File: config.mk
export PLATFORM = sky130hd
export DESIGN_NAME = if_id_reg
export DESIGN_NICKNAME = d
export VERILOG_FILES = /design/src/rtl/if_id_reg.sv
export SDC_FILE = /design/constraint.sdc
export NUM_CORES = 1
export LEC_CHECK = 0
export ABC_AREA = 0
export CAP_MARGIN = 20
export CORE_UTILIZATION = 42
export DETAILED_ROUTE_END_ITERATION = 8
export GPL_ROUTABILITY_DRIVEN = 0
export HOLD_SLACK_MARGIN = 0.05
export PLACE_DENSITY = 0.86
export SLEW_MARGIN = 20
export SYNTH_ARGS = -nofsm -noshare
export SYNTH_HDL_FRONTEND = slang
export SYNTH_SLANG_ARGS = --single-unit
File: constraint.sdc
create_clock -name clk -period 3.84 [get_ports clk]
set_clock_uncertainty 0.2 [all_clocks]
set_input_delay 0.96 -clock clk [delete_from_list [all_inputs] [get_ports clk]]
set_output_delay 0.96 -clock clk [all_outputs]
set_load 0.005 [all_outputs]
File: src/rtl/if_id_reg.sv
// ----------------------------------------------------------------------------
// if_id_reg -- fetch/decode pipeline register for a MIPS-style 5-stage core.
//
// Captures the instruction, PC and fetch exception code coming out of the
// fetch stage. Along with that state it tracks two flags:
//   - whether the captured instruction sits in a branch delay slot
//   - whether it is a real fetched instruction or a bubble
//
// Update priority on each rising clock edge: Reset > flush > stall > load.
//
// Parameters
//   RESET_PC   PC value presented in decode after reset
//   NO_EXC     exception code meaning "no exception"
//
// Ports
//   clk        single clock, all state updates on its rising edge
//   Reset      synchronous active-high reset
//   instr_F    instruction word from fetch (0 when fetch faulted)
//   PC_F       fetch-stage PC
//   exc_F      fetch-stage exception code (NO_EXC or AdEL)
//   stall_D    hazard unit holds the decode stage
//   if_handler exception/interrupt taken, flush decode
//   if_eret    eret redirect, flush decode
//   is_jump_D  instruction currently in decode is a branch/jump
//   instr_D    registered instruction for decode
//   PC_D       registered PC
//   PC8_D      PC_D + 8 (link address), combinational from PC_D
//   exc_D      registered exception code
//   bd_D       instr_D sits in a branch delay slot
//   valid_D    instr_D is a real fetched instruction, not a bubble
// ----------------------------------------------------------------------------
module if_id_reg #(
    parameter logic [31:0] RESET_PC = 32'h0000_3000,
    parameter logic [4:0]  NO_EXC   = 5'd0
) (
    input  logic        clk,
    input  logic        Reset,
    input  logic [31:0] instr_F,
    input  logic [31:0] PC_F,
    input  logic [4:0]  exc_F,
    input  logic        stall_D,
    input  logic        if_handler,
    input  logic        if_eret,
    input  logic        is_jump_D,
    output logic [31:0] instr_D,
    output logic [31:0] PC_D,
    output logic [31:0] PC8_D,
    output logic [4:0]  exc_D,
    output logic        bd_D,
    output logic        valid_D
);

    logic [31:0] instr_q, instr_d;
    logic [31:0] pc_q,    pc_d;
    logic [4:0]  exc_q,   exc_d;
    logic        bd_q,    bd_d;
    logic        valid_q, valid_d;

    logic flush;

    assign flush = if_handler | if_eret;

    // Next-state selection. Reset is applied in the sequential block; this
    // block resolves flush > stall > load.
    always_comb begin
        instr_d = instr_q;
        pc_d    = pc_q;
        exc_d   = exc_q;
        bd_d    = bd_q;
        valid_d = valid_q;

        if (flush) begin
            // Insert a bubble but keep the redirected PC so CP0/EPC logic
            // downstream still sees where the pipeline resumed.
            instr_d = 32'd0;
            pc_d    = PC_F;
            exc_d   = NO_EXC;
            bd_d    = 1'b0;
            valid_d = 1'b0;
        end else if (!stall_D) begin
            // A faulted fetch carries no usable opcode; zero it (a nop) but
            // keep it valid so the exception code reaches CP0.
            instr_d = (exc_F != NO_EXC) ? 32'd0 : instr_F;
            pc_d    = PC_F;
            exc_d   = exc_F;
            // The branch still in decode marks the slot being loaded behind it.
            bd_d    = is_jump_D;
            valid_d = 1'b1;
        end
    end

    always_ff @(posedge clk) begin
        if (Reset) begin
            instr_q <= 32'd0;
            pc_q    <= RESET_PC;
            exc_q   <= NO_EXC;
            bd_q    <= 1'b0;
            valid_q <= 1'b0;
        end else begin
            instr_q <= instr_d;
            pc_q    <= pc_d;
            exc_q   <= exc_d;
            bd_q    <= bd_d;
            valid_q <= valid_d;
        end
    end

    assign instr_D = instr_q;
    assign PC_D    = pc_q;
    assign PC8_D   = pc_q + 32'd8;  // wraps modulo 2^32
    assign exc_D   = exc_q;
    assign bd_D    = bd_q;
    assign valid_D = valid_q;

endmodule

==> flow_summary.toml <==
[timing]
period_needed_ps = 3590
final_max_slew_viol_count = 0
hold_violations = 0
rsz0062_at_grt = "false"
max_clock_freq_mhz = 279
worstMarginPinSlew_ps = 997
period_share_pct = 93.5
fin_ws_ps = 250
finalSetupViolations = 0
maxSlewHeadroom_pct = 33.5
setup_tns_ps = 0

[worst_setup_path]
end_kind = "output port"
regToRegStartpoint = "PC_D[17]$_SDFFE_PP0P_"
reg2reg_slack_ps = 2860
crit_path_start = "PC_D[8]$_SDFFE_PP0P_"
ff2ff_path_depth = 2
cp_max_fo = 10
start_kind = "flop"
r2r_end = "PC_D[17]$_SDFFE_PP0P_"
worstPathRequired_ps = 2680
crit_type = "flop to output port"
cp_data_arrival_time_ps = 2430

[pwr]
ir_worst_vdd_mv = 0.229
swShare_pct = 24.7
internal_power_mw = 1.25
p_clk_share_pct = 36.6
p_leak_nw = 1.86
switching_power_uw = 408
power_density_nw_per_um2 = 315
seq_power_share_pct = 47.9
total_power_mw = 1.65
pwr-share-comb_pct = 15.6

[floorplan]
die_area_um2 = 8180
num_rows = 31
fp.dieH_um = 90.4
core_um2 = 7410
die_w_um = 90.4
io_pins = 178
start_util_pct = 44.4

[drt]
routed_via_density = 5.09
drtIter0Drc = 104
drc = 0
antenna_left = 0
firstDrtPassIters = 4
wl_per_cell_um = 14.8
wl_mm = 9.25
dr_total_vias = 3189

[synth]
synth_seq_cells = 71
async_reset_ff_share_pct = 0
syn_inst = 356
synthXorXnorAreaFrac_pct = 7.20
avgSynthCellArea_um2 = 9.23
synth_top_area_cell = "dfxtp_1"
yosys.area_share.simple_pct = 24.8
synth_mux_area_share_pct = 1.83
yosys.area_share.adder_pct = 0.381
synth_top_area_share_pct = 43.3
synthesis.nets = 432
yosysWarningCount = 0
synth_flop_cell = "dfxtp_1"
synth-compound-area-share_pct = 16.6
synth_edf_count = 0
syn_area_um2 = 3290
synth_top_family_by_area = "simple AND/OR/NAND/NOR gates"
yosysSeqAreaShare_pct = 43.3
synthTopCellsByCount = "dfxtp_1, nand2_1, a21oi_1"
synth_area_leaders = "dfxtp_1, a22oi_2, nand2_1, nor2_2, xnor2_1"
synth_cell_types = 29

[cts]
htree_levels = 3
cts_tree = "yes"
cts_buffers = 9
clockBufferDepth = 2
worst_setup_hold_path_clk_slew_ps = 80
cts_setup_buffers = 0
clock_latency_ps = 330
cts_root_buf = "clkbuf_8"
cts_sinks = 71

[outcome]
status = "complete, no violations"

[finish]
nets = 598
layoutNonFillerInstCount = 626
seqCellArea_um2 = 1420
fillers = 582
design_area_um2 = 5240
drive_gt1_share_pct = 16.7
multi_input_area_um2 = 1670
areaGrowthSynthToFinish_pct = 59.6
antenna_cells = 0

[min_path]
min_from = "valid_D$_SDFFE_PP0N_"
worst_hold_path.num_cells = 2
hp-class = "flop to flop"
whs_endpoint = "valid_D$_SDFFE_PP0N_"

[grt]
grt_pass1_wl_mm = 15.2
grt_max_degree = 40
grt_overflow = 0
antenna_found_initial = 0
grt_pass1_vias = 3156
grt_use_total_pct = 23.0

[place]
dp_hpwl_mm = 6.89
dp.cells = 610
place_area_um2 = 5030
port_buffers = 177
dp_slack_ps = 577

[job]
cap_viol_max_count = 0
==> critical path, stage by stage (launching register included) <==
cell and delay (ps):
dfxtp_1 430, and4_1 330, nor3b_4 430, nand4_1 170, xnor2_1 220, clkdlybuf4s50_1 530
==> how the worst max path moves through the flow <==
| stage | to | slack (ps) | cells past startpoint |
|---|---|---|---|
| after floorplan | PC8_D[17] | 1310 | 6 |
| after global placement | PC8_D[17] | 640 | 6 |
| after detailed placement | PC8_D[17] | 580 | 6 |
| after CTS | PC8_D[17] | 190 | 6 |
| after global routing | PC8_D[29] | 50 | 5 |
| final | PC8_D[31] | 250 | 5 |
==> metal layers <==
metal	track usage (%)	routed length, um
met2	40.5	4680
met5	0	0
met4	11.7	253
met1	26.5	3850
met3	4.21	469
==> cell usage in the layout (no fill, tap or decap), drive strengths merged <==
cell type and n:
or4 1, nand2 71, clkinvlp 3, clkinv 2, or3 1, a22oi 32
nor2 42, and2 4, xor2 9, nor3 5, dfxtp 71, nand3 6
and4 6, bufinv 1, nand4 14, mux2i 6, clkdlybuf4s50 176, nor3b 1
inv 2, buf 7, clkbuf 10, a21oi 31, and3 5, ha 1
nand3b 2, xnor2 18
==> logic make-up after synthesis <==
group,Yosys count
simple gates,158
flops,71
mux,6
fa+ha+maj,1
compound gates,63
xor+xnor,27
buf+inv,30
==> cell type report <==
type / count / area share [%]
clock inverters: 6 / 1.34
repair buffers: 183 / 34.6
flip-flops and latches: 71 / 27.1
multi-input cells: 255 / 31.9
inverters: 2 / 0.143
well taps: 99 / 2.36
clock buffers: 10 / 2.63
==> metrics by stage <==
step,util [%],hold slack [ps]
floorplan,-,247
global placement,67.9,239
detailed placement,67.9,241
CTS,70.7,253
global route,70.8,272
finish,70.8,250
==> power groups by stage <==
stage	combinational, mW	clock, mW	sequential, mW
after floorplan	0.0859	0	0.802
after global placement	0.254	0	0.805
after detailed placement	0.258	0	0.808
after CTS	0.260	0.619	0.790
after global routing	0.275	0.651	0.796
final	0.257	0.605	0.791
==> flip-flops by register name, indices dropped and copies added (netlist names) <==
register  flops
PC_D         32
valid_D       1
exc_D         5
bd_D          1
instr_D      32
==> repair_timing <==
item,4_1_cts,5_1_grt
hold buffers,0,0
resized for setup,0,1
endpoints found under the setup margin,0,1
No activity file was read; power rests on OpenSTA's default activity.
==> RTL edit 1: new RTL, same settings <==
`instr_q` no longer has a reset.
--- a/src/rtl/if_id_reg.sv
+++ b/src/rtl/if_id_reg.sv
@@ -93,3 +93,2 @@
         if (Reset) begin
-            instr_q <= 32'd0;
             pc_q    <= RESET_PC;
@@ -99,3 +98,2 @@
         end else begin
-            instr_q <= instr_d;
             pc_q    <= pc_d;
@@ -105,2 +103,6 @@
         end
+    end
+
+    always_ff @(posedge clk) begin
+        instr_q <= instr_d;
     end
Behaviour: not the same (Yosys sat finds a counterexample within 4 cycles, from zero or initial values and one cycle with Reset high).
==> RTL edit 1 against the original RTL <==
First-iteration DRC count increased by 72%. Sequential cell count unchanged. Via count decreased by 4.6%. Register-to-register slack about the same. Wire length decreased by 6.6%. Power increased by 4.2%. Worst hold slack improved by 0.019 ns. Cell area decreased by 4.0%. Clock power increased by 14%. Setup slack got worse by 0.14 ns. Non-clock buffer count increased by 2. Synthesized area decreased by 10%. Largest cell class unchanged. Highest routed layer unchanged.
==> RTL edit 1: results (changes against the original RTL) <==
Setup path
  • Slowest cell on the critical path: or4_4
  • CP peak stage delay: 0.55 ns (+0.02 ns)
  • Crit Path Max Fanout: 7 (-3)
  • Reg2reg start: PC_D[11]$_SDFFE_PP0P_
  • CP arrival: 2.57 ns (+0.14 ns)
  • Worst Setup SP: PC_D[17]$_SDFFE_PP0P_
  • CP top delay family: simple AND/OR/NAND/NOR gates

Global route
  • Largest net degree at the start of global routing: 34 (-15%)
  • Initial antenna violation count: 0 (unchanged)
  • Gr usage total: 0.2264 (-0.003310)
  • Vias in the first global route: 2710 (-14%)
  • First-pass GRT wire length: 13090 um (-14%)

Yosys
  • Synth Flop Type: dfxtp_1
  • Top post-synthesis cells by count: 73 x nand2_1, 71 x dfxtp_1, 32 x a22o_1
  • Netlist cell types: 30 (+3.4%)
  • Seq/Total Area, Yosys: 0.4828 (+0.05019)
  • Post-Syn Nets: 406 (-6.0%)
  • Synth async-reset ratio: 0 (unchanged)
  • Synth area leaders: dfxtp_1 48%, a22o_1 9.5%, nand2_1 9.3%
  • Syn. warnings: 0 (unchanged)

Layout
  • Share of layout cells above drive strength 1: 0.07723 (-0.08976)
  • Layout Nets: 577 (-3.5%)
  • Fillers: 496 (-15%)
  • Diode count: 0 (unchanged)

Pwr
  • Sw Pwr: 0.0003726 W (-8.8%)
  • Leakage: 1.939 nW (+4.5%)
  • Peak supply drop: 0.0002690 V (+17%)

Timing
  • Worst-Margin Slew: 0.6275 ns (-0.3693 ns)

Clock network
  • Clock H-tree levels: 3 (unchanged)
  • CTS root buf: clkbuf_8
  • Clk buf depth: 2 (unchanged)
  • Clock-pin slew on the worst setup and hold paths: 0.06 ns (-0.02 ns)
  • Clock Latency Late Sink: 0.32 ns
  • Cts bufs inserted: 9 (unchanged)

Worst hold path
  • Min-delay src: valid_D$_SDFFE_PP0N_
  • Min-delay worst type: register to register

Route
  • Starting DRT DRC Count: 179 (+72%)
  • Drt first pass iters: 6 (+2)
  • DR WL/cell: 14.38 um (-2.7%)
  • Vias per cell: 5.062 (-0.64%)

Place
  • Post-DP HPWL: 6387 um (-7.3%)
  • Buffers on Ports: 177 (unchanged)

Run status
  • Status: completed
RTL edit 1: cell count changes after synthesis, sizes merged, moves of 6 or more:
cell	unedited run	this run
a22o	0	32
a22oi	32	0
nor2	42	13
nand4	14	5
nor4	0	9
inv	2	9
xnor2	18	12
xor2	9	15
RTL edit 1: per-stage QoR:
step | setup WS [ns] | instances | hold slack (ns) | TNS, ns | area, sq um
floorplan | 1.050 | 330 | 0.2466 | 0 | 2944
global placement | 0.3445 | 584 | 0.2370 | 0 | 4767
detailed placement | 0.2963 | 584 | 0.2613 | 0 | 4767
CTS | 0.08538 | 601 | 0.2709 | 0 | 5022
global route | -0.007684 | 601 | 0.2941 | -0.007684 | 5031
finish | 0.1143 | 601 | 0.2688 | 0 | 5031
RTL edit 1: final timing paths:
check,end,slack (ns),cells after the start
worst max-delay path,PC8_D[26],0.11,5
worst min-delay path,valid_D$_SDFFE_PP0N_,0.27,2
worst max register to register,PC_D[11]$_SDFFE_PP0P_,2.85,2
worst min register to register,valid_D$_SDFFE_PP0N_,0.27,2
RTL edit 1: repair_timing:
action	4_1_cts	5_1_grt
endpoints found under the setup margin	3	4
resized for setup	1	3
pin swaps	1	0
buffers inserted	2	0
hold buffers	0	0
RTL edit 1: per-layer routing:
metal / up-vias / track usage / wire length [um]
li1: 1466 / - / -
met1: 1372 / 0.2741 / 3484
met2: 188 / 0.3782 / 4146
met3: 16 / 0.06641 / 870
met4: 0 / 0.09091 / 142
met5: - / 0 / 0
RTL edit 1: logic make-up (layout without fill, tap and decap cells):
group	after synthesis	after routing	share of synthesized area
AND/OR/NAND/NOR	128	128	0.2138
flip-flops	71	71	0.4828
AO/OA/AOI/OAI	63	63	0.1479
buffers and inverters	34	209	0.05057
XOR/XNOR	27	27	0.08032
multiplexers	6	6	0.02040
adder cells (fa/ha/maj)	1	1	0.004249
RTL edit 1: final cells by class:
cell class | count | area [sq um] | area share
Timing Repair Buffer | 185 | 1832 | 0.3641
Sequential cell | 71 | 1423 | 0.2828
Multi-Input combinational cell | 225 | 1389 | 0.2761
Clock buffer | 9 | 123.9 | 0.02462
Tap cell | 96 | 120.1 | 0.02387
Clock inverter | 6 | 110.1 | 0.02189
Inverter | 9 | 33.78 | 0.006715
RTL edit 1: worst min-delay path: cells and delay by family, from the launching register on:
kind,cells,cell delay [ns]
flip-flops,1,0.32
AO/OA/AOI/OAI,1,0.06
buffers and inverters,1,0.05
RTL edit 1: power by group through the flow:
| stage | clock, W | sequential, W | combinational [W] |
|---|---|---|---|
| after floorplan | 0 | 0.000804 | 0.0000674 |
| after global placement | 0 | 0.000805 | 0.000242 |
| after detailed placement | 0 | 0.000808 | 0.000245 |
| after CTS | 0.000703 | 0.000791 | 0.000246 |
| after global routing | 0.000732 | 0.000794 | 0.000263 |
| final | 0.000687 | 0.000791 | 0.000245 |
==> RTL edit 2: new RTL, same flow settings <==
Made on the original files. The parameter `NO_EXC` goes from 5'd0 to 5'd1.
--- a/src/rtl/if_id_reg.sv
+++ b/src/rtl/if_id_reg.sv
@@ -33,3 +33,3 @@
     parameter logic [31:0] RESET_PC = 32'h0000_3000,
-    parameter logic [4:0]  NO_EXC   = 5'd0
+    parameter logic [4:0]  NO_EXC   = 5'd1
 ) (
Behaviour: not the same (Yosys sat finds a counterexample within 4 cycles, from zero or initial values and one cycle with Reset high).
==> RTL edit 2 against the original RTL <==
Sequential power hardly changed. Maximum frequency decreased by 0.58%. Cell area about the same. Setup slack worse by 0.021 ns. Die area decreased by 2.0%. Largest power group unchanged. Critical endpoint is now PC8_D[27]. Wire length up 3.2%. Synthesized area shrank 2.1%. Sequential cell count unchanged. Power is 3.2% higher.
==> RTL edit 2: results (changes against the original RTL) <==
Run status
  • Status: completed

Setup path
  • CP top delay family: buffers and inverters
  • CP arrival: 2.45 ns (+0.02 ns)

Yosys
  • Post-synthesis xor/xnor area fraction: 0.07351 (+0.001540)
  • Synth area leaders: dfxtp_1 44%, nand2_1 8.3%, a22oi_2 7.8%
  • Complex-gate fraction of the synthesized area: 0.1567 (-0.009284)
  • Syn_area_per_cell: 9.036 sq um (-2.1%)
  • Top post-synthesis cells by count: 71 x dfxtp_1, 71 x nand2_1, 31 x a21oi_1
  • Mux cell area share after synthesis: 0.01556 (-0.002721)
  • Post-synthesis adder-cell area fraction: 0.003890 (+0.00008146)
  • Seq/Total Area, Yosys: 0.4419 (+0.009254)

Route
  • Vias per cell: 4.998 (-1.9%)
  • DRT Wirelength: 9544 um (+3.2%)
  • Met3 WL: 960 um (+100%)
  • Starting DRT DRC Count: 46 (-56%)
  • DR WL/cell: 15.17 um (+2.7%)
  • WL met1: 3701 um (-3.9%)
  • Metal2 WL: 4715 um (+0.86%)

Global route
  • Met1 usage: 0.2593 (-0.005184)
  • Grt met3 use: 0.09880 (+0.05671)
  • Vias in the first global route: 2951 (-6.5%)
  • Met2 GRT Util: 0.4254 (+0.02018)
  • Gr usage total: 0.2426 (+0.01288)

Timing
  • Worst-Margin Slew: 0.5553 ns (-0.4415 ns)
  • Final hold slack: 0.2510 ns (+0.001234 ns)

Place
  • Post-DP HPWL: 6999 um (+1.6%)
  • Placement Cell Area: 4992 sq um (-0.82%)
  • Total placed cells including tap cells: 612 (+0.33%)

Layout
  • Layout Nets: 601 (+0.50%)
RTL edit 2: changes by cell type in the layout (fill, tap and decap cells not counted), moves of 2 or more:
cell / before / now
a22oi_2: 30 / 20
a22oi_1: 2 / 12
clkinvlp_4: 3 / 1
buf_12: 0 / 2
nor2_2: 30 / 21
clkinv_2: 0 / 2
nor2_1: 12 / 20
RTL edit 2: final timing paths:
check                                      startpoint  cells past startpoint                     to
worst max-delay path             PC_D[3]$_SDFFE_PP0P_                      7              PC8_D[27]
worst min-delay path             valid_D$_SDFFE_PP0N_                      2   valid_D$_SDFFE_PP0N_
worst max register to register  PC_D[11]$_SDFFE_PP0P_                      2  PC_D[11]$_SDFFE_PP0P_
worst min register to register   valid_D$_SDFFE_PP0N_                      2   valid_D$_SDFFE_PP0N_
RTL edit 2: per-stage QoR:
stage | setup slack (ns) | total power [W]
after detailed placement | 0.5018 | 0.001065
after global placement | 0.6551 | 0.001059
after floorplan | 1.307 | 0.0008856
after CTS | 0.1180 | 0.001722
final | 0.2293 | 0.001707
after global routing | 0.03288 | 0.001775
RTL edit 2: layout make-up:
cell class              count  area, sq um
repair buffers            186         1859
inverters                   2        7.507
clock buffers               9        123.9
flip-flops and latches     71         1421
well taps                  99        123.9
fillers                   560         2091
multi-input cells         255         1609
clock inverters             7        95.09
RTL edit 2: where the power goes:
part	switching, W	internal, W
Clock	0.000291	0.000367
Combinational	0.0000903	0.000168
Sequential	0.0000331	0.000759
RTL edit 2: repair_timing:
action | CTS | global route
endpoints found under the setup margin | 0 | 4
gates resized for setup | 0 | 2
buffers inserted | 0 | 1
hold buffers | 0 | 0
RTL edit 2: worst min-delay path, stage by stage, from the launching register on:
cell	delay, ns
dfxtp_1	0.31
inv_1	0.04
a21oi_1	0.05
